$ cat src/rtl/arb_pkg.sv
// Shared types and helpers for the 4-requester round-robin arbiter.
package arb_pkg;

    localparam int NREQ = 4;
    localparam int IDXW = 2;

    typedef enum logic {
        IDLE = 1'b0,
        BUSY = 1'b1
    } state_t;

    // Rotating-priority search: scans last+1, last+2, ... (wrapping) and
    // returns {found, index} of the first set bit in mask. The loop runs
    // from the farthest position down so the nearest hit is written last.
    function automatic logic [IDXW:0] rr_pick(input logic [NREQ-1:0] mask,
                                              input logic [IDXW-1:0] last);
        logic [IDXW-1:0] pos;
        logic [IDXW:0]   result;
        result = '0;
        for (int k = NREQ; k >= 1; k--) begin
            pos = last + IDXW'(k);
            if (mask[pos]) begin
                result = {1'b1, pos};
            end
        end
        return result;
    endfunction

endpackage

$ cat src/rtl/rr_arb4_ctrl_d2to4.sv
// 2-to-4 enabled decoder: one-hot output for sel when en=1, zero otherwise.
module d2to4 (
    input  logic [1:0] sel,
    input  logic       en,
    output logic [3:0] y
);

    // Decode the selected index into a one-hot word, gated by enable.
    always_comb begin
        y = 4'b0000;
        if (en) begin
            y = 4'b0001 << sel;
        end
    end

endmodule

$ cat src/rtl/rr_arb4_ctrl.sv
// Round-robin arbiter for four requesters with a bounded hold time.
// The owner keeps the grant until it drops its request, the enable goes
// low, or it has held for MAX_HOLD cycles while someone else is waiting.
module rr_arb4_ctrl
    import arb_pkg::*;
#(
    parameter int MAX_HOLD = 8,
    parameter int CW       = 4
) (
    input  logic            clk,
    input  logic            rst_n,
    input  logic            en,
    input  logic [3:0]      req,
    output logic [3:0]      gnt,
    output logic            gnt_valid,
    output logic [1:0]      gnt_idx,
    output logic [CW-1:0]   hold_cnt
);

    state_t            state;
    state_t            state_nxt;
    logic [IDXW-1:0]   idx_nxt;
    logic [CW-1:0]     cnt_nxt;
    logic              grant_nxt;
    logic [NREQ-1:0]   gnt_nxt;

    logic [NREQ-1:0]   owner_oh;
    logic [NREQ-1:0]   others;
    logic [IDXW:0]     pick_all;
    logic [IDXW:0]     pick_oth;
    logic              hold_limit;

    // Candidate winners: over all requests, and over everyone but the owner.
    always_comb begin
        owner_oh   = NREQ'(1) << gnt_idx;
        others     = req & ~owner_oh;
        pick_all   = rr_pick(req, gnt_idx);
        pick_oth   = rr_pick(others, gnt_idx);
        hold_limit = (MAX_HOLD != 0) && (hold_cnt == CW'(MAX_HOLD - 1));
    end

    // Next-state, next-owner and hold counter selection.
    always_comb begin
        state_nxt = state;
        idx_nxt   = gnt_idx;
        cnt_nxt   = hold_cnt;
        case (state)
            IDLE: begin
                if (en && pick_all[IDXW]) begin
                    state_nxt = BUSY;
                    idx_nxt   = pick_all[IDXW-1:0];
                    cnt_nxt   = '0;
                end
            end
            BUSY: begin
                if (!en) begin
                    state_nxt = IDLE;
                    cnt_nxt   = '0;
                end else if (!req[gnt_idx]) begin
                    // Owner released: hand straight over, no idle bubble.
                    cnt_nxt = '0;
                    if (pick_all[IDXW]) begin
                        idx_nxt = pick_all[IDXW-1:0];
                    end else begin
                        state_nxt = IDLE;
                    end
                end else if (hold_limit && (others != '0)) begin
                    // Hold budget spent with others waiting: preempt.
                    idx_nxt = pick_oth[IDXW-1:0];
                    cnt_nxt = '0;
                end else if (hold_cnt != '1) begin
                    cnt_nxt = hold_cnt + CW'(1);
                end
            end
            default: begin
                state_nxt = IDLE;
            end
        endcase
    end

    assign grant_nxt = (state_nxt == BUSY);

    d2to4 u_dec (
        .sel (idx_nxt),
        .en  (grant_nxt),
        .y   (gnt_nxt)
    );

    // State, owner pointer, hold counter and registered grant outputs.
    always_ff @(posedge clk or negedge rst_n) begin
        if (!rst_n) begin
            state     <= IDLE;
            gnt       <= '0;
            gnt_valid <= 1'b0;
            gnt_idx   <= '1;
            hold_cnt  <= '0;
        end else begin
            state     <= state_nxt;
            gnt       <= gnt_nxt;
            gnt_valid <= grant_nxt;
            gnt_idx   <= idx_nxt;
            hold_cnt  <= cnt_nxt;
        end
    end

endmodule

$ cat config.mk
export PLATFORM = sky130hd
export DESIGN_NAME = rr_arb4_ctrl
export DESIGN_NICKNAME = d
export VERILOG_FILES = /design/src/rtl/arb_pkg.sv /design/src/rtl/rr_arb4_ctrl_d2to4.sv /design/src/rtl/rr_arb4_ctrl.sv
export SDC_FILE = /design/constraint.sdc
export NUM_CORES = 1
export LEC_CHECK = 0
export CAP_MARGIN = 20
export CELL_PAD_IN_SITES_DETAIL_PLACEMENT = 0
export CELL_PAD_IN_SITES_GLOBAL_PLACEMENT = 2
export CORE_ASPECT_RATIO = 0.7
export CORE_MARGIN = 2
export CORE_UTILIZATION = 35
export CTS_BUF_LIST = sky130_fd_sc_hd__clkbuf_16
export CTS_CLUSTER_DIAMETER = 80
export CTS_CLUSTER_SIZE = 20
export DETAILED_ROUTE_END_ITERATION = 10
export GPL_TIMING_DRIVEN = 0
export PLACE_DENSITY_LB_ADDON = 0.12
export REMOVE_ABC_BUFFERS = 1
export SYNTH_ARGS = -nofsm -noshare
export SYNTH_HDL_FRONTEND = slang
export SYNTH_SLANG_ARGS = --single-unit
$ cat constraint.sdc
create_clock -name clk -period 4.2 [get_ports clk]
set_clock_uncertainty 0.05 [all_clocks]
set_input_delay 0.42 -clock clk [delete_from_list [all_inputs] [get_ports clk]]
set_output_delay 0.42 -clock clk [all_outputs]
set_load 0.1 [all_outputs]
==> qor.yml, run 1 <==
dr.max_layer_used: "met4"
critPathTopFamily: "simple AND/OR/NAND/NOR gates"
dp_hpwl_um: 1740
cts_buffer_depth: 2
postCtsSetupBuffers: 0
power.density_nw_per_um2: 748
wirelength_um: 2430
drtPass1Iterations: 4
drc: 0
ios: 18
tritoncts: "done"
finalPower_mw: 0.966
grt_pass1_wl_um: 4140
critical_path_class: "reg -> reg"
min_path_type: "in -> async"
avgRoutedWirePerCell_um: 15.4
final_core_util: 0.458
period_needed_ns: 3.07
die_h_um: 49.8
final_area_um2: 1290
postRouteAntennaNets: 0
syn_avg_cell_area_um2: 9.63
clockRootBuffer: "clkbuf_16"
yosys_warnings: 0
start_kind: "register"
syn_inst: 109
syn2layout_area_growth_pct: 23.1
cts.repair.resized: 0
leakage_nw: 0.553
grt_pass1_vias: 834
antenna_found_initial: 0
end_kind: "register"
start_util: 0.372
track_usage: 0.155
synth-seq-cells: 11
finalSetupViolCount: 0
status: "finished, final reports clean"
ys_async_sr_fraction: 1.00
cts-buffers-inserted: 3
synth-main-ff-cell: "dfrtp_1"
vias: 887
grt_start_max_net_pins: 24
critPathMaxFanout: 23
worst-path-buf-inv: 1
post-route-period-util: 0.731
syn-cell-area_um2: 1050
wl_met2_um: 1020
synth_area_leaders: "dfrtp_1 21%, mux2i_1 6.7%, ha_1 6.0%"
grt_remaining_overflow: 0
wl_met1_um: 1300
crit_path_max_incr_delay_ns: 0.82
max_cap_violations: 0
cp_slowest_cell: "dfstp_2"
hold_buffers: 0
final_cells: 158
holdWs_ns: 0.467
clkLatencyLatePin_ns: 0.24
path_cells: "inv_1 > ha_1 > or2b_1 > a41oi_4 > o21ai_1 > and3_1 > or4_4 > nor3_1"
nets: 135
timing.final.ws_setup_ns: 1.13
synth_cell_type_count: 46
drt_iter0_markers: 29
core-area_um2: 2820
cp.required_ns: 4.30
slew_violations: 0
fp.dieArea_um2: 3460
yosys.area.top_type: "dfrtp_1"
fin_tns_setup_ns: 0
slew_headroom: 0.353
synth_edf_count: 0
rsz0062_at_grt: "false"
htreeDepth: 1
ir_drop_uv: 214
placed_area_um2: 1210
row_count: 16
cts.sink_count: 11
place_ws_ns: 1.14
via_per_inst: 5.61
cts.clk_slew.worst_paths_ns: 0.04
die_w_um: 69.5
synth_top_area_share: 0.215
yosysSeqAreaShare: 0.265
hold_viol: 0
timing.fmax_mhz: 326
crit_arrival_ns: 3.16
n_antenna_cell: 0
tightest_slew_ns: 0.967
io_buffers: 17
place_congestion: 0.746
dp.cells: 154
drive_gt1_frac: 0.139
wl_met3_um: 102
cell type report:
type | count | area (um2)
Tap cell | 36 | 45.0
Multi-Input combinational cell | 84 | 697
Clock inverter | 1 | 3.75
Clock buffer | 3 | 75.1
Timing Repair Buffer | 17 | 170
Sequential cell | 11 | 278
Inverter | 6 | 23.8
Fill cell | 268 | 1530
logic make-up after synthesis:
family / count (synthesis) / share of synthesized area
adders and majority gates: 5 / 0.0596
DFF: 11 / 0.265
buffers and inverters: 14 / 0.0715
AOI/OAI and AO/OA: 30 / 0.229
muxes: 14 / 0.181
and+or+nand+nor: 35 / 0.194
cells in the mapped netlist, types with 3 or more instances:
cell type	instances
dfrtp_1	9
and3_1	4
a21oi_1	7
nand2_1	8
buf_2	5
ha_1	5
inv_1	5
o21ai_0	4
nor2_1	3
mux2i_1	7
or2b_1	5
nand3_1	3
state kept, by name (all words and copies together), names as in the netlist:
| signal | count |
|---|---|
| gnt_idx | 2 |
| gnt | 4 |
| state | 1 |
| hold_cnt | 4 |
report_power, final:
group          switching (mW)  internal, mW
clock                  0.0457         0.125
combinational           0.373         0.216
sequential             0.0668         0.141
total                   0.485         0.481
path summary, 6_finish.rpt:
kind	cells past startpoint	endpoint	slack (ns)	startpoint
max in group asynchronous	1	gnt_idx[0]	3.28	rst_n
hold / removal	1	gnt[0]	0.47	rst_n
hold reg to reg	1	hold_cnt[0]	0.50	hold_cnt[0]
min in group clk	1	hold_cnt[0]	0.50	hold_cnt[0]
setup / recovery	8	gnt[2]	1.13	gnt_idx[0]
setup reg to reg	8	gnt[2]	1.13	gnt_idx[0]
per-layer routing:
| layer | up-vias | track usage |
|---|---|---|
| met5 | - | 0 |
| met4 | 0 | 0.0392 |
| met3 | 2 | 0.0429 |
| met2 | 22 | 0.229 |
| met1 | 421 | 0.223 |
| li1 | 442 | - |
layout by cell type, fill, tap and decap left out, drive strengths merged, types with 4 or more instances in the layout:
cell and instances:
clkdlybuf4s50 17, a21oi 7, nand3 4, and3 4
or2b 5, mux2 4, ha 5, dfrtp 9
o21ai 5, inv 6, mux2i 7, nand2 8
Note: power is estimated with default switching activity, not from simulation.
==> run 2, diff against run 1 <==
CORE_UTILIZATION = 29   (was 35)
clock period = 2.7 ns   (was 4.2 ns; I/O delays follow)
==> run 2 against run 1 <==
Sequential share of layout area shrank 1.3 points. Register-to-register slack got worse by 1.1 ns. Total power up 76%. Non-clock buffer count up 9. Maximum frequency is 16% higher. Die area up 19%. Clock power grew 58%. Critical path depth unchanged. Routed wire length increased by 24%. Critical path type unchanged. Critical endpoint is now gnt[1].
==> qor.yml, run 2 (synthesis gave the netlist of run 1 again) <==
drtPass1Iterations: 6  # +2
post-route-period-util: 0.977  # +0.247
ir_drop_uv: 767  # +260%
cts-buffers-inserted: 3  # unchanged
crit_arrival_ns: 2.72  # -0.44 ns
drt_iter0_markers: 60  # +110%
r2r-start: "gnt_idx[0]"
clockRootBuffer: "clkbuf_16"
worstReg2RegEnd: "gnt[1]"
die_h_um: 54.3  # +9.1%
period_needed_ns: 2.64  # -0.430 ns
ff2ff_setup_slack_ns: 0.06  # -1.07 ns
timing.fmax_mhz: 379  # +16%
leakage_nw: 0.588  # +6.3%
wl_met3_um: 99  # -2.9%
p_switching_mw: 0.840  # +73%
cp.required_ns: 2.78  # -1.52 ns
avgRoutedWirePerCell_um: 16.7  # +8.6%
grt_remaining_overflow: 0  # unchanged
wl_met2_um: 1330  # +30%
wl_met1_um: 1580  # +21%
die_w_um: 75.9  # +9.3%
p_sw_frac: 0.494  # -0.00852
dr.max_layer_used: "met4"
cp-startpoint: "gnt_idx[0]"
n_fill_cell: 355  # +32%
min_path_type: "in -> async"
vias: 949  # +7.0%
grt_start_max_net_pins: 14  # -42%
layout_commonest_cell: "clkdlybuf4s50_1"
nets: 144  # +6.7%
critical_path_class: "reg -> reg"
end_kind: "register"
tightest_slew_ns: 0.983  # +0.0161 ns
slew_violations: 0  # unchanged
timing.final.ws_setup_ns: 0.0614  # -1.07 ns
max_cap_violations: 0  # unchanged
n_antenna_cell: 0  # unchanged
cts.clk_slew.worst_paths_ns: 0.04  # about the same
clkLatencyLatePin_ns: 0.24  # about the same
postRouteAntennaNets: 0  # unchanged
dp_hpwl_um: 2010  # +16%
wirelength_um: 3030  # +24%
grt_pass1_wl_um: 4890  # +18%
slew_headroom: 0.342  # -0.0107
track_usage: 0.156  # +0.000819
drive_gt1_frac: 0.244  # +0.105
htreeDepth: 1  # unchanged
place_congestion: 0.702  # -5.9%
critPathCapture: "gnt[1]"
via_per_inst: 5.24  # -6.6%
hold_viol: 0  # unchanged
io_buffers: 17  # unchanged
cts.sink_count: 11  # unchanged
final_core_util: 0.405  # -0.0532
status: "finished, final reports clean"
tritoncts: "done"
r2r.worst_path.cells: 8  # unchanged
place_ws_ns: -0.393  # -1.54 ns
antenna_found_initial: 0  # unchanged
syn2layout_area_growth_pct: 34.6
hold_buffers: 0  # unchanged
final_cell_mix: "17 x clkdlybuf4s50_1, 9 x dfrtp_1, 8 x nand2_1, 8 x buf_4, 7 x mux2i_1"
row_count: 18  # +2
pwr-share-comb: 0.688  # +0.079
fp.dieArea_um2: 4120  # +19%
grt_pass1_vias: 896  # +7.4%
clockPowerShare: 0.159  # -0.017
pwr-share-seq: 0.153  # -0.062
cts_buffer_depth: 2  # unchanged
largestRegisters: "gnt x4, hold_cnt x4, gnt_idx x2"
drc: 0  # unchanged
finalSetupViolCount: 0  # unchanged
start_util: 0.301  # -0.0712
intPower_mw: 0.862  # +79%
start_kind: "register"
power.density_nw_per_um2: 1200  # +61%
ios: 18  # unchanged
critPathMaxFanout: 4  # -83%
core-area_um2: 3490  # +24%
-- run 2: changes by cell type in the layout (fill, tap and decap cells not counted), sizes merged --
cell,before,now
buf,0,9
clkinvlp,0,1
inv,6,5
-- run 2: area by class of cell --
cell class              count  area [um2]  area share
inverters                   6        28.8      0.0204
flip-flops and latches     11         285       0.202
multi-input cells          84         714       0.506
clock inverters             1        5.00     0.00354
clock buffers               3        75.1      0.0531
well taps                  50        62.6      0.0443
repair buffers             26         241       0.171
-- run 2: layer usage --
metal	up-vias	global-route usage
met3	2	0.0347
met5	-	0
met4	0	0.0424
met2	16	0.250
li1	457	-
met1	474	0.217
-- run 2: critical path: stages (launching register included) --
cell and delay, ns:
dfstp_4 0.64, clkinvlp_4 0.14, ha_4 0.18, or2b_1 0.26
a41oi_4 0.29, o21ai_1 0.09, and3_1 0.16, or4_4 0.52
and3_4 0.19
-- run 2: power by group through the flow --
| stage | sequential, mW | combinational (mW) | clock [mW] |
|---|---|---|---|
| 2_1_floorplan | 0.591 | 0.442 | 0 |
| 3_3_place_gp | 0.322 | 0.928 | 0 |
| 3_5_place_dp | 0.328 | 0.931 | 0 |
| 4_1_cts | 0.256 | 1.09 | 0.279 |
| 5_1_grt | 0.268 | 1.24 | 0.287 |
| 6_report | 0.260 | 1.17 | 0.270 |
-- run 2: per-stage QoR --
step | cells | TNS [ns] | hold WS, ns | area (um2) | power, mW
after global routing | 181 | -0.0197 | 0.365 | 1410 | 1.79
after detailed placement | 168 | -1.89 | 0.486 | 1230 | 1.26
final | 181 | 0 | 0.325 | 1410 | 1.70
after global placement | 168 | -1.71 | 0.487 | 1230 | 1.25
after CTS | 178 | 0 | 0.332 | 1370 | 1.63
after floorplan | 101 | -2.23 | -0.0756 | 998 | 1.03
-- run 2: worst min-delay path by stage --
stage / from / endpoint / cells after the start
final: rst_n / gnt[3] / 1
after global routing: rst_n / gnt[1] / 1
after CTS: rst_n / gnt[2] / 1
after detailed placement: hold_cnt[0] / hold_cnt[0] / 1
after global placement: hold_cnt[0] / hold_cnt[0] / 1
after floorplan: rst_n / gnt[0] / 0
-- run 2: timing repair --
action                                  CTS  global route
pin swaps                                 1             5
gates resized for setup                   5             6
buffers inserted                          6             3
gates cloned                              0             0
endpoints found under the setup margin    6             4
